File: config.mk
export PLATFORM = sky130hd
export DESIGN_NAME = pair_grant_arbiter_flat
export DESIGN_NICKNAME = d
export VERILOG_FILES = /design/src/rtl/pair_grant_arbiter_if.sv /design/src/rtl/pair_grant_arbiter.sv /design/src/flat_wrapper.sv
export SDC_FILE = /design/constraint.sdc
export NUM_CORES = 1
export LEC_CHECK = 0
export BUFFER_PORTS_ARGS = -buffer_cell sky130_fd_sc_hd__buf_2
export CAP_MARGIN = 20
export CORE_MARGIN = 5
export CORE_UTILIZATION = 35
export DETAILED_ROUTE_END_ITERATION = 16
export SLEW_MARGIN = 20
export SYNTH_ARGS = -nofsm -noshare
export SYNTH_HDL_FRONTEND = slang
export SYNTH_SLANG_ARGS = --single-unit
File: constraint.sdc
create_clock -name clk -period 1.85 [get_ports clk]
set_input_delay 0.185 -clock clk [delete_from_list [all_inputs] [get_ports clk]]
set_output_delay 0.185 -clock clk [all_outputs]
set_load 0.05 [all_outputs]
File: src/rtl/pair_grant_arbiter_if.sv
// Request/grant bundle between two agents and the pair arbiter.
// master = requester side, slave = arbiter side.
interface pair_grant_arbiter_if;
  logic       req_a;
  logic       req_b;
  logic       gnt_a;
  logic       gnt_b;
  logic       busy;
  logic [3:0] hold_cnt;
  logic       switch;
  logic [7:0] sw_cnt;

  modport master (
    output req_a, req_b,
    input  gnt_a, gnt_b, busy, hold_cnt, switch, sw_cnt
  );

  modport slave (
    input  req_a, req_b,
    output gnt_a, gnt_b, busy, hold_cnt, switch, sw_cnt
  );
endinterface

File: src/rtl/pair_grant_arbiter.sv
// Two-requester one-hot grant controller with bounded hold
// under contention, plus switch pulse and switch counter.
module pair_grant_arbiter #(
  parameter int MAX_HOLD = 4,
  parameter bit PARK     = 1'b0
) (
  input logic                 clk,
  input logic                 rst,
  pair_grant_arbiter_if.slave bus
);

  logic       owner;
  logic [3:0] hold;
  logic       sw;
  logic [7:0] swc;

  logic own;
  logic oth;
  logic limit;
  logic do_sw;

  assign own   = owner ? bus.req_b : bus.req_a;
  assign oth   = owner ? bus.req_a : bus.req_b;
  assign limit = (hold == 4'(MAX_HOLD - 1));
  // Hand over on release, or when the contended hold runs out.
  assign do_sw = oth & (~own | limit);

  always_ff @(posedge clk or posedge rst) begin
    if (rst) begin
      owner <= PARK;
      hold  <= 4'd0;
      sw    <= 1'b0;
      swc   <= 8'd0;
    end else begin
      sw <= do_sw;
      if (do_sw) begin
        owner <= ~owner;
        hold  <= 4'd0;
        swc   <= swc + 8'd1;
      end else if (own & oth) begin
        hold <= hold + 4'd1;
      end else begin
        hold <= 4'd0;
      end
    end
  end

  assign bus.gnt_a    = ~owner;
  assign bus.gnt_b    = owner;
  assign bus.busy     = own;
  assign bus.hold_cnt = hold;
  assign bus.switch   = sw;
  assign bus.sw_cnt   = swc;

  a_onehot: assert property (
    @(posedge clk) disable iff (rst)
    bus.gnt_a ^ bus.gnt_b);

  a_sw: assert property (
    @(posedge clk) disable iff (rst)
    sw |-> (bus.gnt_a != $past(bus.gnt_a)));

  a_hold: assert property (
    @(posedge clk) disable iff (rst)
    hold < 4'(MAX_HOLD));

endmodule

File: src/flat_wrapper.sv
// flat-port wrapper written by rule: the top's interface ports become plain ports
module pair_grant_arbiter_flat 
#(
  parameter int MAX_HOLD = 4,
  parameter bit PARK     = 1'b0
)
  (clk, rst, bus_req_a, bus_req_b, bus_gnt_a, bus_gnt_b, bus_busy, bus_hold_cnt, bus_switch, bus_sw_cnt);
  pair_grant_arbiter_if bus_i ();
  input logic clk;
  input logic rst;
  input wire logic [$bits(bus_i.req_a)-1:0] bus_req_a;
  input wire logic [$bits(bus_i.req_b)-1:0] bus_req_b;
  output wire logic [$bits(bus_i.gnt_a)-1:0] bus_gnt_a;
  output wire logic [$bits(bus_i.gnt_b)-1:0] bus_gnt_b;
  output wire logic [$bits(bus_i.busy)-1:0] bus_busy;
  output wire logic [$bits(bus_i.hold_cnt)-1:0] bus_hold_cnt;
  output wire logic [$bits(bus_i.switch)-1:0] bus_switch;
  output wire logic [$bits(bus_i.sw_cnt)-1:0] bus_sw_cnt;
  assign bus_i.req_a = bus_req_a;
  assign bus_i.req_b = bus_req_b;
  assign bus_gnt_a = bus_i.gnt_a;
  assign bus_gnt_b = bus_i.gnt_b;
  assign bus_busy = bus_i.busy;
  assign bus_hold_cnt = bus_i.hold_cnt;
  assign bus_switch = bus_i.switch;
  assign bus_sw_cnt = bus_i.sw_cnt;
  pair_grant_arbiter #(.MAX_HOLD(MAX_HOLD), .PARK(PARK)) u_core (.clk(clk), .rst(rst), .bus(bus_i));
endmodule
==> results of run 1 <==
[timing repair]
item | CTS | global route
hold buffers | 1 | 0
buffers inserted | 0 | 0
resized for setup | 0 | 0
hold endpoints to repair | 14 | 0
[cell usage in the layout (no fill, tap or decap), types with 2 or more instances in the layout]
cell type  instances
and4bb_1           2
buf_2             19
clkbuf_4           3
dfrtp_1           11
dfrtp_2            3
ha_1               2
inv_1              2
nand2_1            4
nand3_1            4
nor2_1             5
nor3_1             3
nor3_4             2
nor4_1             2
xor2_1             8
[sequential cells by signal (all words and copies together), names as in the netlist]
| signal | flops |
|---|---|
| u_core.bus.sw_cnt | 8 |
| u_core.bus.gnt_b | 1 |
| u_core.bus.switch | 1 |
| u_core.bus.hold_cnt | 4 |
[logic make-up after synthesis]
kind of cell             share of synthesized area [%]
AND/OR/NAND/NOR                                   26.4
flip-flops                                        51.4
buffers and inverters                             1.65
XOR/XNOR                                          11.6
multiplexers                                      3.85
adder cells (fa/ha/maj)                           3.67
AO/OA/AOI/OAI                                     1.47
[where the power goes]
group	leakage, uW	switching (uW)	total (uW)	internal (uW)
combinational	0.000236	406	557	151
sequential	0.000175	83.2	468	385
clock	0.0000150	92.7	176	83.5
[worst max-delay path, delay by kind of cell, from the launching register on]
family / cells / cell delay [ns]
mux: 1 / 0.31
simple gates: 3 / 0.67
flops: 1 / 0.43
fa+ha+maj: 1 / 0.24
[routing by layer]
layer | track usage (%) | wire length, um | vias up
met5 | 0 | 0 | -
met2 | 14.7 | 567 | 12
met4 | 6.22 | 19 | 0
li1 | - | - | 249
met1 | 14.8 | 616 | 214
met3 | 1.11 | 74 | 2
[layout make-up]
| cell class | instances | area share (%) |
|---|---|---|
| Sequential cell | 14 | 41.4 |
| Multi-Input combinational cell | 42 | 37.5 |
| Timing Repair Buffer | 20 | 12.3 |
| Tap cell | 27 | 3.95 |
| Clock buffer | 4 | 3.07 |
| Inverter | 3 | 1.76 |
[metrics by stage]
step                      setup slack [ns]  utilization (%)
after detailed placement             0.109             43.0
after global routing                0.0227             44.9
after CTS                           0.0905             44.9
after global placement               0.155             43.0
after floorplan                     0.0197                -
final                               0.0874             44.9
[worst max path at each step]
stage                           end  slack (ns)  cells past startpoint
2_1_floorplan  u_core.bus.sw_cnt[1]        0.02                      4
3_3_place_gp   u_core.bus.sw_cnt[1]        0.16                      5
3_5_place_dp   u_core.bus.sw_cnt[1]        0.11                      5
4_1_cts        u_core.bus.sw_cnt[1]        0.09                      5
5_1_grt        u_core.bus.sw_cnt[1]        0.02                      5
6_report       u_core.bus.sw_cnt[1]        0.09                      5
==> metrics.yaml, run 1 <==
cells_and_area:
  fin_cells: 110
  fill_cells: 182
  multi_input_area_um2: 320
  nNetsFinal: 90
  drive_gt1_share_pct: 39.8
  fin_area_um2: 855
  syn_to_final_growth_pct: 25.3
  diodes: 0
  seq_area_um2: 354
place:
  dpl-instance-area_um2: 818
  place.gp.congestion: 0.734
  dp_cells: 105
  dpl.hpwl_um: 995
  io_buffers: 19
outcome:
  status: "finished, final reports clean"
synthesis:
  synth_cells: 59
  yosysMostFrequentCell: "dfrtp_1"
  ys_top_cells_by_area: "dfrtp_1 (51%), xor2_1 (10%), nor3_4 (4.8%), and4bb_1 (3.7%), ha_1 (3.7%)"
  ys_ff_latch: 14
  syn_area_um2: 682
  synth_sequential_area_ratio_pct: 51.4
  ys.flop_type: "dfrtp_1"
  yosysWarnings: 0
  postSynthNetCount: 65
  synth_edf_count: 0
  ys_async_sr_fraction_pct: 100
  synth_top_area_cell: "dfrtp_1"
  netlist_top_cells_count: "dfrtp_1 (14), xor2_1 (8), nor2_1 (5)"
  postSynthAreaPerCell_um2: 11.6
  synth_cell_types: 21
  synth_top_cell_area_share_pct: 51.4
cts:
  clock-root-buffer: "clkbuf_4"
  clk_latency_ns: 0.27
  cts_made_buffers: 3
  path_clk_slew_ns: 0.08
  cts_tree: "yes"
  clock-sinks: 14
  cts-htree-levels: 1
  clock_path_buffers: 2
timing:
  rsz0062_at_grt: "no"
  setup_violations: 0
  fin_crit_ns: 1.76
  finalCritPeriodShare_pct: 95.3
  drv_slew: 0
  slew_headroom_pct: 65.7
  finalSetupTns_ns: 0
  hold_slack_ns: 0.156
  tightestPinTransition_ns: 0.514
  fmax_mhz: 567
  finClkSkew_ns: 0.00406
  hold_violations: 0
worst_setup_path:
  r2r_start: "u_core.bus.hold_cnt[0]"
  reg2regPathDepth: 5
  crit_path_end_kind: "register"
  worst_ep_arrival_time_ns: 1.93
  r2r-end: "u_core.bus.sw_cnt[1]"
  slowest_stage: "dfrtp_2"
  cp-startpoint: "u_core.bus.hold_cnt[0]"
  cp_max_fo: 8
  rrSetupSlack_ns: 0.09
  crit_path_start_kind: "register"
  cp_cell_sequence: "ha_1 -> and4bb_1 -> nor3_4 -> nor2_4 -> mux2_4"
  crit_required_ns: 2.01
  path_class: "register to register"
  cp_slowest_stage_delay_ns: 0.43
floorplanning:
  rows: 16
  io_pins: 20
  dieArea_um2: 2930
  die_h_um: 54.1
  core_um2: 1900
  start_util_pct: 35.9
  die_x_um: 54.1
drt:
  drc_errors: 0
  vias_per_cell: 4.34
  dr.pass1.iters: 4
  routed_wl_um: 1280
  ant_nets: 0
  drtIter0Drc: 2
  vias: 477
  wl_per_cell_um: 11.6
hold_path:
  hold_path_class: "primary input to register"
  worstHoldEndpoint: "u_core.bus.gnt_b"
  hold_start: "bus_req_a"
  min_path_cells: 2
power:
  powerDensity_nw_per_um2: 1410
  ir_drop_mv: 0.707
  leakagePower_uw: 0.000426
  totalPowerFinal_uw: 1200
global_route:
  antenna_found_initial: 0
  grt_pass1_wl_um: 2170
  grt_pass1_vias: 493
  grt.total_usage_pct: 10.4
  grt-ovfl-total: 0
  grt_max_degree: 15
flow_run:
  drv_cap: 0
No activity file was read; power rests on OpenSTA's default activity.
==> run 2: changes to the inputs <==
- ABC_AREA: not set -> 1
==> run 2 against run 1 <==
Compared with the run above: sequential power fell by 3%; combinational power grew 21%; synthesized cell count increased by 41%; via count increased by 23%; final cell count rose by 21%; register-to-register slack better by 0.46 ns; clock skew barely moved; fmax up 35%; cell area is 1.6% higher; hold slack gained 0.025 ns; worst setup slack improved by 0.46 ns; clock power decreased by 6%.
==> metrics.yaml, run 2 <==
worst_setup_path:
  cp_cell_sequence: "ha_1 -> nand2_1 -> nand2_2 -> nand2_4 -> clkinv_4 -> nand2_1 -> nand2_1"
  cp-startpoint: "u_core.bus.hold_cnt[0]"
  path_class: "register to register"
  r2r-end: "u_core.bus.sw_cnt[7]"
  cp_max_fo: 9  # +1
  worst_ep_arrival_time_ns: 1.47  # -0.46 ns
  crit_path_end_kind: "register"
  rrSetupSlack_ns: 0.55  # +0.46 ns
  slowest_stage: "dfrtp_1"
  crit_required_ns: 2.02  # about the same
  cp_slowest_stage_delay_ns: 0.42  # about the same
  timing.critical_path.mode_cell: "nand2_1"
  reg2regPathDepth: 7  # +2
  crit_path_start_kind: "register"
  r2r_start: "u_core.bus.hold_cnt[0]"
cts:
  cts_tree: "yes"
  clock_path_buffers: 2  # unchanged
  clock-root-buffer: "clkbuf_4"
  path_clk_slew_ns: 0.08  # about the same
  cts-htree-levels: 1  # unchanged
  cts_made_buffers: 3  # unchanged
  clock-sinks: 14  # unchanged
  clk_latency_ns: 0.27  # about the same
drt:
  vias: 589  # +23%
  vias_per_cell: 4.43  # +2.1%
  wl_per_cell_um: 10.7  # -8.1%
  routed_wl_um: 1420  # +11%
  dr.pass1.iters: 2  # -2
  ant_nets: 0  # unchanged
  drc_errors: 0  # unchanged
  drtIter0Drc: 1  # -1
synthesis:
  synth_cells: 83  # +41%
  yosysMostFrequentCell: "nand2_1"
  synth_cell_types: 17  # -19%
  ys.flop_type: "dfrtp_1"
  yosysWarnings: 0  # unchanged
  ys_top_cells_by_area: "dfrtp_1 (50%), nand2_1 (14%), xnor2_1 (5.0%), nor2_1 (4.8%), nand3_1 (4.2%)"
  postSynthAreaPerCell_um2: 8.52  # -26%
  synth_sequential_area_ratio_pct: 49.6  # -1.8 points
  syn_area_um2: 707  # +3.7%
  ys_ff_latch: 14  # unchanged
  netlist_top_cells_count: "nand2_1 (27), dfrtp_1 (14), nor2_1 (9)"
  ys_async_sr_fraction_pct: 100  # unchanged
  synth_top_area_cell: "dfrtp_1"
  synth_edf_count: 0  # unchanged
  postSynthNetCount: 89  # +37%
  synth_top_cell_area_share_pct: 49.6  # -1.8 points
global_route:
  grt-ovfl-total: 0  # unchanged
  grt_pass1_vias: 571  # +16%
  grt.total_usage_pct: 11.3  # +0.92 points
  grt_pass1_wl_um: 2400  # +11%
  grt_max_degree: 15  # unchanged
  antenna_found_initial: 0  # unchanged
power:
  leakagePower_uw: 0.000454  # +6.6%
  intPower_uw: 619  # about the same
  pwr-share-clk_pct: 12.7  # -2.0 points
  switchingPower_uw: 676  # +16%
  p_comb_share_pct: 52.3  # +5.9 points
  ir_drop_mv: 0.887  # +25%
  pwr-share-seq_pct: 35.0  # -4.0 points
  switching_share_pct: 52.2  # +3.7 points
  powerDensity_nw_per_um2: 1490  # +6.1%
timing:
  hold_violations: 0  # unchanged
  rsz0062_at_grt: "no"
  drv_slew: 0  # unchanged
  finalSetupTns_ns: 0  # unchanged
  fmax_mhz: 767  # +35%
  finClkSkew_ns: 0.00408  # +0.0000200 ns
  setup_violations: 0  # unchanged
  slew_headroom_pct: 64.2  # -1.5 points
  finalCritPeriodShare_pct: 70.4  # -25 points
  fin_crit_ns: 1.30  # -0.459 ns
  tightestPinTransition_ns: 0.536  # +0.0226 ns
outcome:
  status: "finished, final reports clean"
floorplanning:
  core_um2: 1940  # +2.1%
  rows: 16  # unchanged
  die_h_um: 54.9  # +1.5%
  dieArea_um2: 3020  # +3.0%
  start_util_pct: 36.4  # +0.55 points
  io_pins: 20  # unchanged
  die_x_um: 54.9  # +1.5%
place:
  io_buffers: 19  # unchanged
  dpl-instance-area_um2: 836  # +2.1%
  dpl.hpwl_um: 1110  # +12%
  place.gp.congestion: 0.768  # +4.6%
cells_and_area:
  largest_reg_flops: 8  # unchanged
  final_common_cell: "nand2_1"
  diodes: 0  # unchanged
  final_cell_mix: "nand2_1 (27), buf_2 (19), dfrtp_1 (14)"
  syn_to_final_growth_pct: 22.8
  fill_cells: 221  # +21%
  drive_gt1_share_pct: 26.4  # -13 points
  fin_area_um2: 868  # +1.6%
  nNetsFinal: 114  # +27%
hold_path:
  hold_path_class: "primary input to register"
  hold_start: "bus_req_a"
  min_path_cells: 3  # +1
  worstHoldEndpoint: "u_core.bus.hold_cnt[3]"
flow_run:
  drv_cap: 0  # unchanged
-- run 2: cell count changes after synthesis, sizes merged, moves of 3 or more --
cell	delta
xor2	-5
nand2	+26
xnor2	+3
inv	+5
nor2	+3
nor3	-5
-- run 2: cell type report --
class / count / area (um2) / share of cell area [%]
flip-flops and latches: 14 / 350 / 40.3
well taps: 27 / 33.8 / 3.89
repair buffers: 20 / 105 / 12.1
clock buffers: 3 / 22.5 / 2.59
multi-input cells: 59 / 314 / 36.2
inverters: 10 / 42.5 / 4.90
-- run 2: cell families after synthesis --
logic type,Yosys count,share of synthesized area [%]
adder cells (fa/ha/maj),2,3.54
AND/OR/NAND/NOR,47,28.5
XOR/XNOR,7,8.67
AO/OA/AOI/OAI,3,3.72
flip-flops,14,49.6
buffers and inverters,10,6.02
-- run 2: worst max-delay path by stage --
stage                           end  slack, ns  cells after the start
6_report       u_core.bus.sw_cnt[7]       0.55                      7
5_1_grt        u_core.bus.sw_cnt[4]       0.42                      7
4_1_cts        u_core.bus.sw_cnt[7]       0.52                      7
3_5_place_dp   u_core.bus.sw_cnt[7]       0.55                      7
3_3_place_gp   u_core.bus.sw_cnt[7]       0.58                      7
2_1_floorplan      u_core.bus.gnt_b       0.26                      4
-- run 2: critical path: cells and delay by family (launching register included) --
family | cells | cell delay, ns
adder cells (fa/ha/maj) | 1 | 0.23
buffers and inverters | 1 | 0.08
flip-flops | 1 | 0.42
AND/OR/NAND/NOR | 5 | 0.47
-- run 2: power by group through the flow --
stage | Clock (uW) | Combinational [uW] | Sequential, uW
after floorplan | 0 | 311 | 682
after global placement | 0 | 677 | 459
after detailed placement | 0 | 680 | 461
after CTS | 176 | 685 | 455
after global routing | 190 | 730 | 467
final | 165 | 676 | 453
-- run 2: per-stage QoR --
| step | util, % | instances | worst slack [ns] | hold WS, ns | total power (uW) |
|---|---|---|---|---|---|
| after floorplan | - | 83 | 0.263 | 0.0742 | 993 |
| after global placement | 43.0 | 129 | 0.578 | 0.258 | 1140 |
| after detailed placement | 43.0 | 129 | 0.551 | 0.262 | 1140 |
| after CTS | 44.7 | 133 | 0.524 | 0.173 | 1320 |
| after global routing | 44.7 | 133 | 0.422 | 0.175 | 1390 |
| final | 44.7 | 133 | 0.547 | 0.181 | 1290 |
-- run 2: layer usage --
metal,vias up,share of wire (%),track usage [%]
met3,4,5.3,2.41
met4,0,1.8,4.86
li1,303,-,-
met2,14,48,18.5
met5,-,0,0
met1,268,45,14.2
-- run 2: repair_timing --
action | CTS | global route
hold buffers | 1 | 0
endpoints found under the hold margin | 14 | 0
setup buffers | 0 | 0
resized for setup | 0 | 0
